==> src/rtl/word_serializer_if.sv <==
// word_serializer_if: receiver word bus plus downstream serial port of word_serializer.
interface word_serializer_if #(
  parameter int WORD_W = 32
);
  logic new_word_r;
  logic [WORD_W-1:0] word_r;
  logic first_word_r;
  logic last_word_r;
  logic ready_out;
  logic ser_en;
  logic ser_valid;
  logic ser_data;
  logic ser_sop;
  logic ser_eop;
  modport master (
    output new_word_r, word_r, first_word_r, last_word_r, ser_en,
    input ready_out, ser_valid, ser_data, ser_sop, ser_eop
  );
  modport slave (
    input new_word_r, word_r, first_word_r, last_word_r, ser_en,
    output ready_out, ser_valid, ser_data, ser_sop, ser_eop
  );
endinterface

==> src/rtl/word_serializer.sv <==
// word_serializer: FIFO-buffered MSB-first word serializer; define SER_PARITY_EN to append an even-parity bit per word.
module word_serializer #(
  parameter int WORD_W = 32,
  parameter int DEPTH = 2
) (
  input logic clk,
  input logic rst,
  word_serializer_if.slave bus,
  output logic ovf
);
  localparam int AW = $clog2(DEPTH);
  localparam int CW = AW + 1;
  localparam int BW = $clog2(WORD_W);
  localparam logic [1:0] IDLE = 2'd0;
  localparam logic [1:0] SHIFT = 2'd1;
`ifdef SER_PARITY_EN
  localparam logic [1:0] PARITY = 2'd2;
  logic par;
`endif
  logic [WORD_W-1:0] mem_w [DEPTH];
  logic [DEPTH-1:0] mem_f;
  logic [DEPTH-1:0] mem_l;
  logic [AW-1:0] wr;
  logic [AW-1:0] rd;
  logic [CW-1:0] count;
  logic [1:0] state;
  logic [WORD_W-1:0] sh;
  logic [BW-1:0] cnt;
  logic sop_r;
  logic eop_r;
  logic push;
  logic pop;
  logic fin;
  logic last_bit;
  assign bus.ready_out = count != CW'(DEPTH);
  assign push = bus.new_word_r && bus.ready_out;
  assign last_bit = cnt == BW'(WORD_W - 1);
  assign bus.ser_valid = state != IDLE;
  assign bus.ser_sop = state == SHIFT && cnt == '0 && sop_r;
`ifdef SER_PARITY_EN
  assign fin = state == PARITY && bus.ser_en;
  assign bus.ser_data = state == PARITY ? par : sh[WORD_W-1];
  assign bus.ser_eop = state == PARITY && eop_r;
`else
  assign fin = state == SHIFT && bus.ser_en && last_bit;
  assign bus.ser_data = sh[WORD_W-1];
  assign bus.ser_eop = state == SHIFT && last_bit && eop_r;
`endif
  assign pop = (state == IDLE || fin) && count != '0;
  always_ff @(posedge clk) begin
    if (push) begin
      mem_w[wr] <= bus.word_r;
      mem_f[wr] <= bus.first_word_r;
      mem_l[wr] <= bus.last_word_r;
    end
  end
  always_ff @(posedge clk) begin
    if (!rst) begin
      wr <= '0;
      rd <= '0;
      count <= '0;
      ovf <= 1'b0;
      state <= IDLE;
      sh <= '0;
      cnt <= '0;
      sop_r <= 1'b0;
      eop_r <= 1'b0;
`ifdef SER_PARITY_EN
      par <= 1'b0;
`endif
    end else begin
      if (push) wr <= wr + 1'b1;
      if (pop) rd <= rd + 1'b1;
      count <= count + CW'(push) - CW'(pop);
      if (bus.new_word_r && !bus.ready_out) ovf <= 1'b1;
      if (pop) begin
        state <= SHIFT;
        sh <= mem_w[rd];
        cnt <= '0;
        sop_r <= mem_f[rd];
        eop_r <= mem_l[rd];
`ifdef SER_PARITY_EN
        par <= ^mem_w[rd];
`endif
      end else if (fin) begin
        state <= IDLE;
      end else if (state == SHIFT && bus.ser_en) begin
        sh <= sh << 1;
        cnt <= cnt + 1'b1;
`ifdef SER_PARITY_EN
        if (last_bit) state <= PARITY;
`endif
      end
    end
  end
endmodule

==> src/flat_wrapper.sv <==
// flat-port wrapper written by rule: the top's interface ports become plain ports
module word_serializer_flat 
#(
  parameter int WORD_W = 32,
  parameter int DEPTH = 2
)
  (clk, rst, ovf, bus_new_word_r, bus_word_r, bus_first_word_r, bus_last_word_r, bus_ser_en, bus_ready_out, bus_ser_valid, bus_ser_data, bus_ser_sop, bus_ser_eop);
  word_serializer_if #(.WORD_W(WORD_W)) bus_i ();
  input logic clk;
  input logic rst;
  output logic ovf;
  input wire logic [$bits(bus_i.new_word_r)-1:0] bus_new_word_r;
  input wire logic [$bits(bus_i.word_r)-1:0] bus_word_r;
  input wire logic [$bits(bus_i.first_word_r)-1:0] bus_first_word_r;
  input wire logic [$bits(bus_i.last_word_r)-1:0] bus_last_word_r;
  input wire logic [$bits(bus_i.ser_en)-1:0] bus_ser_en;
  output wire logic [$bits(bus_i.ready_out)-1:0] bus_ready_out;
  output wire logic [$bits(bus_i.ser_valid)-1:0] bus_ser_valid;
  output wire logic [$bits(bus_i.ser_data)-1:0] bus_ser_data;
  output wire logic [$bits(bus_i.ser_sop)-1:0] bus_ser_sop;
  output wire logic [$bits(bus_i.ser_eop)-1:0] bus_ser_eop;
  assign bus_i.new_word_r = bus_new_word_r;
  assign bus_i.word_r = bus_word_r;
  assign bus_i.first_word_r = bus_first_word_r;
  assign bus_i.last_word_r = bus_last_word_r;
  assign bus_i.ser_en = bus_ser_en;
  assign bus_ready_out = bus_i.ready_out;
  assign bus_ser_valid = bus_i.ser_valid;
  assign bus_ser_data = bus_i.ser_data;
  assign bus_ser_sop = bus_i.ser_sop;
  assign bus_ser_eop = bus_i.ser_eop;
  word_serializer #(.WORD_W(WORD_W), .DEPTH(DEPTH)) u_core (.clk(clk), .rst(rst), .bus(bus_i), .ovf(ovf));
endmodule
==> config.mk <==
export PLATFORM = sky130hd
export DESIGN_NAME = word_serializer_flat
export DESIGN_NICKNAME = d
export VERILOG_FILES = /design/src/rtl/word_serializer_if.sv /design/src/rtl/word_serializer.sv /design/src/flat_wrapper.sv
export SDC_FILE = /design/constraint.sdc
export NUM_CORES = 1
export LEC_CHECK = 0
export ABC_AREA = 1
export BUFFER_PORTS_ARGS = -buffer_cell sky130_fd_sc_hd__buf_4
export CAP_MARGIN = 20
export CORE_MARGIN = 4
export CORE_UTILIZATION = 59
export DETAILED_ROUTE_END_ITERATION = 8
export PLACE_DENSITY = 0.87
export SLEW_MARGIN = 20
export SYNTH_ARGS = -nofsm -noshare
export SYNTH_HDL_FRONTEND = slang
export SYNTH_SLANG_ARGS = --single-unit
==> constraint.sdc <==
create_clock -name clk -period 3.7 [get_ports clk]
set_clock_uncertainty 0.1 [all_clocks]
set_input_delay 0.74 -clock clk [delete_from_list [all_inputs] [get_ports clk]]
set_output_delay 0.74 -clock clk [all_outputs]
set_load 0.05 [all_outputs]
==> results_dict.tcl, run 1 <==
set metrics [dict create \
    clk_latency_ns 0.52 \
    wirelength_um 10940 \
    finalPower_mw 3.589 \
    layout.nets 653 \
    synth_edf_count 68 \
    drive_gt1_share_pct 16.35 \
    gp_congestion 0.7942 \
    fin_crit_sh_pct 84.95 \
    syn_inst 580 \
    hold_path.class "in -> reg" \
    n_fill_cell 560 \
    port_buffers 43 \
    htree_levels 4 \
    synthTopCellsByArea "edfxtp_1, dfxtp_1, nand2_1, nand3_1, inv_1" \
    cellPowerDensity_nw_per_um2 593.0 \
    first_global_vias 4056 \
    synth_cell_types 25 \
    row_count 33 \
    synth_seq_cells 114 \
    max_freq_mhz 318.1 \
    avgRoutedWirePerCell_um 15.00 \
    cts_buffer_depth 2 \
    dr_total_vias 4037 \
    route.detailed.drc 0 \
    synth_commonest_cells "nand2_1, inv_1, edfxtp_1" \
    postLayoutCellArea_sq_um 6052 \
    dpl.hpwl_um 6074 \
    area_delta_synth_final_pct 18.09 \
    async_flop_share_pct 0 \
    antenna_found_initial 0 \
    slew_viol_final 0 \
    crit_type "reg -> out" \
    cts_tree "yes" \
    detail_route.vias_per_cell 5.538 \
    hold_viol_final 0 \
    yosysSeqAreaShare_pct 57.81 \
    dr.pass1.iters 5 \
    core_sq_um 8341 \
    ioPinCount 44 \
    finalNonFillerCells 729 \
    peakVddDrop_mv 0.4894 \
    synth_flop_cell "edfxtp_1" \
    synth_nets 622 \
    cts_sinks 114 \
    die_h_um 101.2 \
    timing.final.crit_period_ns 3.143 \
    path_clk_slew_ns 0.06 \
    ant_nets 0 \
    synth_most_common_cell "nand2_1" \
    avgSynthCellArea_sq_um 8.836 \
    power_leakage_nw 2.734 \
    syn_area_sq_um 5125 \
    drv_cap 0 \
    overflow 0 \
    setup_viol 0 \
    dp.cells 697 \
    rsz0062_at_grt "no" \
    grt_pass1_wl_um 18240 \
    grt_max_degree 70 \
    path_max_fanout 33 \
    placed_area_sq_um 5436 \
    arrival_ns 2.30 \
    initialDrtViolationCount 485 \
    cts_hold_buf 0 \
    die-area_sq_um 10240 \
    cts_buffers 17 \
    worstPathRequired_ns 2.86 \
    slew_headroom_pct 34.66 \
    status "completed" \
    netlist.area_leader.share_pct 39.84 \
    grt_usage_pct 22.65 \
    worst_pin_slew_ns 0.9790 \
    yosysTopAreaCell "edfxtp_1" \
    start_util_pct 61.45 \
    antennaDiodeCount 0 \
    die_x_um 101.2 \
    cts_root_buf "clkbuf_8" \
    cts_setup_buffers 0 \
    yosysWarningCount 0 \
    crit_path_start_kind "flop" \
    end_kind "primary output" \
    tns_ns 0 \
    post_cts_resized 0 \
]
[sequential cells by signal, indices dropped and copies added (netlist names), named ones only]
signal,cells
u_core.mem_w,64
u_core.sh,32
u_core.cnt,5
u_core.count,2
u_core.mem_f,2
u_core.mem_l,2
u_core.eop_r,1
u_core.ovf,1
u_core.rd,1
u_core.sop_r,1
u_core.state,1
u_core.wr,1
[critical path, stage by stage (launching register included)]
cell and delay [ns]:
dfxtp_1 0.40, ha_1 0.17, inv_1 0.06, nor3_1 0.16, ha_1 0.27, inv_2 0.25
nor2_1 0.24, buf_4 0.23
[metal layers]
metal	wire [um]	vias up	global-route usage, %
met3	593	37	6.198
met2	5691	146	38.33
met1	4362	1894	26.54
li1	-	1960	-
met4	290	0	11.25
met5	0	-	0
[cell type report]
class	instances	area [sq um]	share of cell area, %
Clock inverter	5	28.78	0.4755
Timing Repair Buffer	50	375.4	6.202
Multi-Input combinational cell	344	1652	27.29
Clock buffer	27	586.8	9.696
Inverter	84	315.3	5.210
Tap cell	105	131.4	2.171
Sequential cell	114	2963	48.96
[stage by stage]
| step | hold slack [ns] | worst slack (ns) | utilization, % |
|---|---|---|---|
| floorplan | 0.3301 | 0.6705 | - |
| global placement | 0.3390 | 1.207 | 65.18 |
| detailed placement | 0.3457 | 1.129 | 65.18 |
| CTS | 0.2961 | 0.5735 | 72.56 |
| global route | 0.2933 | 0.5021 | 72.56 |
| finish | 0.3061 | 0.5567 | 72.56 |
[cell families (layout without fill, tap and decap cells)]
family	Yosys count	count (layout)	share of synthesized area [%]
simple gates	291	291	25.85
fa+ha+maj	4	4	0.9766
buf+inv	122	166	10.06
compound gates	47	47	4.956
flops	114	114	57.81
xor+xnor	2	2	0.3419
[worst paths after layout]
kind | slack, ns | start | cells past startpoint | end
max | 0.56 | u_core.cnt[0] | 7 | bus_ser_eop
min | 0.31 | bus_word_r[22] | 1 | u_core.mem_w[0][22]
max reg2reg | 1.07 | u_core.cnt[0] | 10 | u_core.sh[5]
min reg2reg | 0.35 | u_core.ovf | 2 | u_core.ovf
[cells in the final DEF (no fill, tap or decap), types with 2 or more instances in the layout]
cell type  synthesis  layout
nand2_1          170     170
ha_1               4       4
nand2_4            3       3
nor2_2             0       2
a21oi_2            5       5
xor2_1             2       2
nand4_1           32      32
buf_4              1      50
nand3_1           63      63
a21oi_1           32      32
nor2_1            10       8
nand2_2            2       2
nand3_2            6       6
clkinv_2           0       3
nor3_1             4       4
inv_2              3       3
inv_1             80      80
clkbuf_16          0      20
o21ai_0            9       9
clkbuf_8           0       6
edfxtp_1          68      68
dfxtp_1           46      46
[where the power goes]
| part | leakage, nW | total [mW] | switching [mW] | internal, mW |
|---|---|---|---|---|
| combinational | 1.41 | 0.468 | 0.317 | 0.151 |
| sequential | 1.02 | 1.50 | 0.0477 | 1.46 |
| clock | 0.307 | 1.62 | 0.548 | 1.07 |
Note: power is estimated with default switching activity, not from simulation.
==> inputs of run 2 (changes only) <==
--- a/config.mk
+++ b/config.mk
@@ -5,13 +5,13 @@
 export SDC_FILE = /design/constraint.sdc
 export NUM_CORES = 1
 export LEC_CHECK = 0
-export ABC_AREA = 1
+export ABC_AREA = 0
 export BUFFER_PORTS_ARGS = -buffer_cell sky130_fd_sc_hd__buf_4
 export CAP_MARGIN = 20
 export CORE_MARGIN = 4
-export CORE_UTILIZATION = 59
+export CORE_UTILIZATION = 53
 export DETAILED_ROUTE_END_ITERATION = 8
-export PLACE_DENSITY = 0.87
+export PLACE_DENSITY = 0.83
 export SLEW_MARGIN = 20
 export SYNTH_ARGS = -nofsm -noshare
 export SYNTH_HDL_FRONTEND = slang
==> constraint.sdc (replaced) <==
create_clock -name clk -period 2.65 [get_ports clk]
set_clock_uncertainty 0.1 [all_clocks]
set_input_delay 0.53 -clock clk [delete_from_list [all_inputs] [get_ports clk]]
set_output_delay 0.53 -clock clk [all_outputs]
set_load 0.05 [all_outputs]
==> run 2 against run 1 <==
  * Routed wire length is 13% lower
  * Total power is 32% higher
  * Critical endpoint unchanged
  * Synthesized area is 4.8% lower
  * Clock power is 28% higher
  * Worst hold slack worse by 0.20 ns
  * Combinational power is 10% higher
  * First-iteration DRC count is 49% lower
  * Cell count is 23% lower
  * Flip-flop and latch count stayed put
  * Via count is 18% lower
  * Synthesized cell count is 31% lower
  * Highest routed layer unchanged
==> results_dict.tcl, run 2 <==
set metrics [dict create \
    status "completed" \
    initialDrtViolationCount 246 \
    cts_sinks 114 \
    cts_root_buf "clkbuf_8" \
    yosysWarningCount 0 \
    layout.nets 482 \
    antennaDiodeCount 0 \
    whs_ns 0.1024 \
    slew_headroom_pct 39.10 \
    end_kind "primary output" \
    final_common_cell "edfxtp_1" \
    grt_usage_pct 18.28 \
    row_count 34 \
    synth_commonest_cells "edfxtp_1, dfxtp_1, nor2_1" \
    yosysTopAreaCell "edfxtp_1" \
    area_delta_synth_final_pct 20.16 \
    synth_edf_count 68 \
    slew_viol_final 0 \
    critPathLaunch "u_core.cnt[0]" \
    die_h_um 103.9 \
    wl_met1_um 4114 \
    die-area_sq_um 10800 \
    netlist.area_leader.share_pct 41.87 \
    dr.pass1.iters 5 \
    syn_area_sq_um 4877 \
    synth_most_common_cell "edfxtp_1" \
    dr_total_vias 3323 \
    drv_cap 0 \
    grt_pass1_wl_um 15970 \
    hold_viol_final 0 \
    power_leakage_nw 2.131 \
    htree_levels 4 \
    cts_tree "yes" \
    first_global_vias 3320 \
    tns_ns 0 \
    grt_max_degree 38 \
    synth_flop_cell "edfxtp_1" \
    reg2reg_setup_slack_ns 0.42 \
    avgSynthCellArea_sq_um 12.22 \
    ant_nets 0 \
    async_flop_share_pct 0 \
    synth_cell_types 35 \
    largest_register "u_core.mem_w" \
    route.detailed.drc 0 \
    worstReg2RegEnd "u_core.sh[29]" \
    synthTopCellsByArea "edfxtp_1, dfxtp_1, mux2i_1, o2111a_1, nor3b_1" \
    holdPathStages 1 \
    detail_route.vias_per_cell 5.923 \
    clk_latency_ns 0.51 \
    crit_type "reg -> out" \
    worstPathRequired_ns 2.02 \
    min_to "u_core.mem_w[1][22]" \
    r2r_cells 8 \
    yosysSeqAreaShare_pct 60.75 \
    wirelength_um 9509 \
    die_x_um 103.9 \
    peakVddDrop_mv 0.4530 \
    fin_crit_sh_pct 95.37 \
    min_from "bus_word_r[22]" \
    avgRoutedWirePerCell_um 16.95 \
    port_buffers 43 \
    synth_nets 441 \
    cts_buffer_depth 2 \
    hold_path.class "in -> reg" \
    start_util_pct 55.12 \
    antenna_found_initial 0 \
    max_freq_mhz 395.7 \
    reg_top3 "u_core.mem_w x64, u_core.sh x32, u_core.cnt x5" \
    final_cell_mix "edfxtp_1, buf_4, dfxtp_1" \
    syn_inst 399 \
    crit_path_start_kind "flop" \
    cellPowerDensity_nw_per_um2 807.0 \
    ioPinCount 44 \
    dpl.hpwl_um 5726 \
    timing.rr.start "u_core.cnt[0]" \
    route.met3.wl_um 453 \
    path_max_fanout 9 \
    routed.top_layer "met4" \
    worst_pin_slew_ns 0.9136 \
    timing.final.crit_period_ns 2.527 \
    overflow 0 \
    arrival_ns 1.90 \
    largest_reg_flops 64 \
    drive_gt1_share_pct 20.75 \
    core_sq_um 8848 \
    rsz0062_at_grt "no" \
    setup_viol 0 \
    finish.utilization_pct 66.23 \
    gp_congestion 0.7823 \
    wl_met2_um 4788 \
    synth_seq_cells 114 \
    path_clk_slew_ns 0.05 \
    cts_buffers 17 \
]
## run 2: critical path, stage by stage (launching register included)
cell     delay [ns]
dfxtp_1        0.32
ha_1           0.21
and3_1         0.18
ha_2           0.19
buf_6          0.14
and3_1         0.19
buf_6          0.15
## run 2: worst max path at each step
stage	end	slack (ns)	depth (start not counted)
3_5_place_dp	u_core.eop_r	0.44	8
5_1_grt	bus_ser_eop	0.01	6
2_1_floorplan	u_core.mem_f[0]	0.15	2
6_report	bus_ser_eop	0.12	6
3_3_place_gp	u_core.eop_r	0.55	8
4_1_cts	bus_ser_eop	0.01	6
## run 2: where the power goes
part / switching (mW) / internal, mW / leakage [nW]
sequential: 0.103 / 2.03 / 1.02
combinational: 0.277 / 0.238 / 0.847
clock: 0.737 / 1.34 / 0.265
total: 1.12 / 3.61 / 2.13
## run 2: per-layer routing
layer | GRT usage, % | vias up
li1 | - | 1595
met1 | 22.77 | 1612
met2 | 30.55 | 101
met3 | 4.159 | 15
met4 | 7.977 | 0
met5 | 0 | -
## run 2: metrics by stage
step | setup slack, ns | cells | power, mW | cell area [sq um]
after floorplan | 0.1480 | 399 | 2.511 | 4882
after global placement | 0.5522 | 529 | 2.649 | 5299
after detailed placement | 0.4399 | 529 | 2.678 | 5299
after CTS | 0.01412 | 561 | 4.760 | 5849
after global routing | 0.01444 | 561 | 4.931 | 5861
final | 0.1228 | 561 | 4.730 | 5861
## run 2: kinds of logic after synthesis
| kind of cell | synth area share [%] |
|---|---|
| simple gates | 13.47 |
| fa+ha+maj | 1.026 |
| buf+inv | 3.797 |
| flops | 60.75 |
| mux | 7.619 |
| xor+xnor | 0.3592 |
| compound gates | 12.98 |
## run 2: cell type report
cell class                      instances  area, sq um
Clock buffer                           20        435.4
Timing Repair Buffer                   56        440.4
Fill cell                             636         2988
Inverter                                6        22.52
Tap cell                              108        135.1
Clock inverter                         12        115.1
Multi-Input combinational cell        245         1747
Sequential cell                       114         2965
## run 2: timing repair
item | in CTS | in global routing
setup endpoints to repair | 0 | 1
setup buffers | 0 | 0
gates resized for setup | 0 | 4
hold buffers | 0 | 0
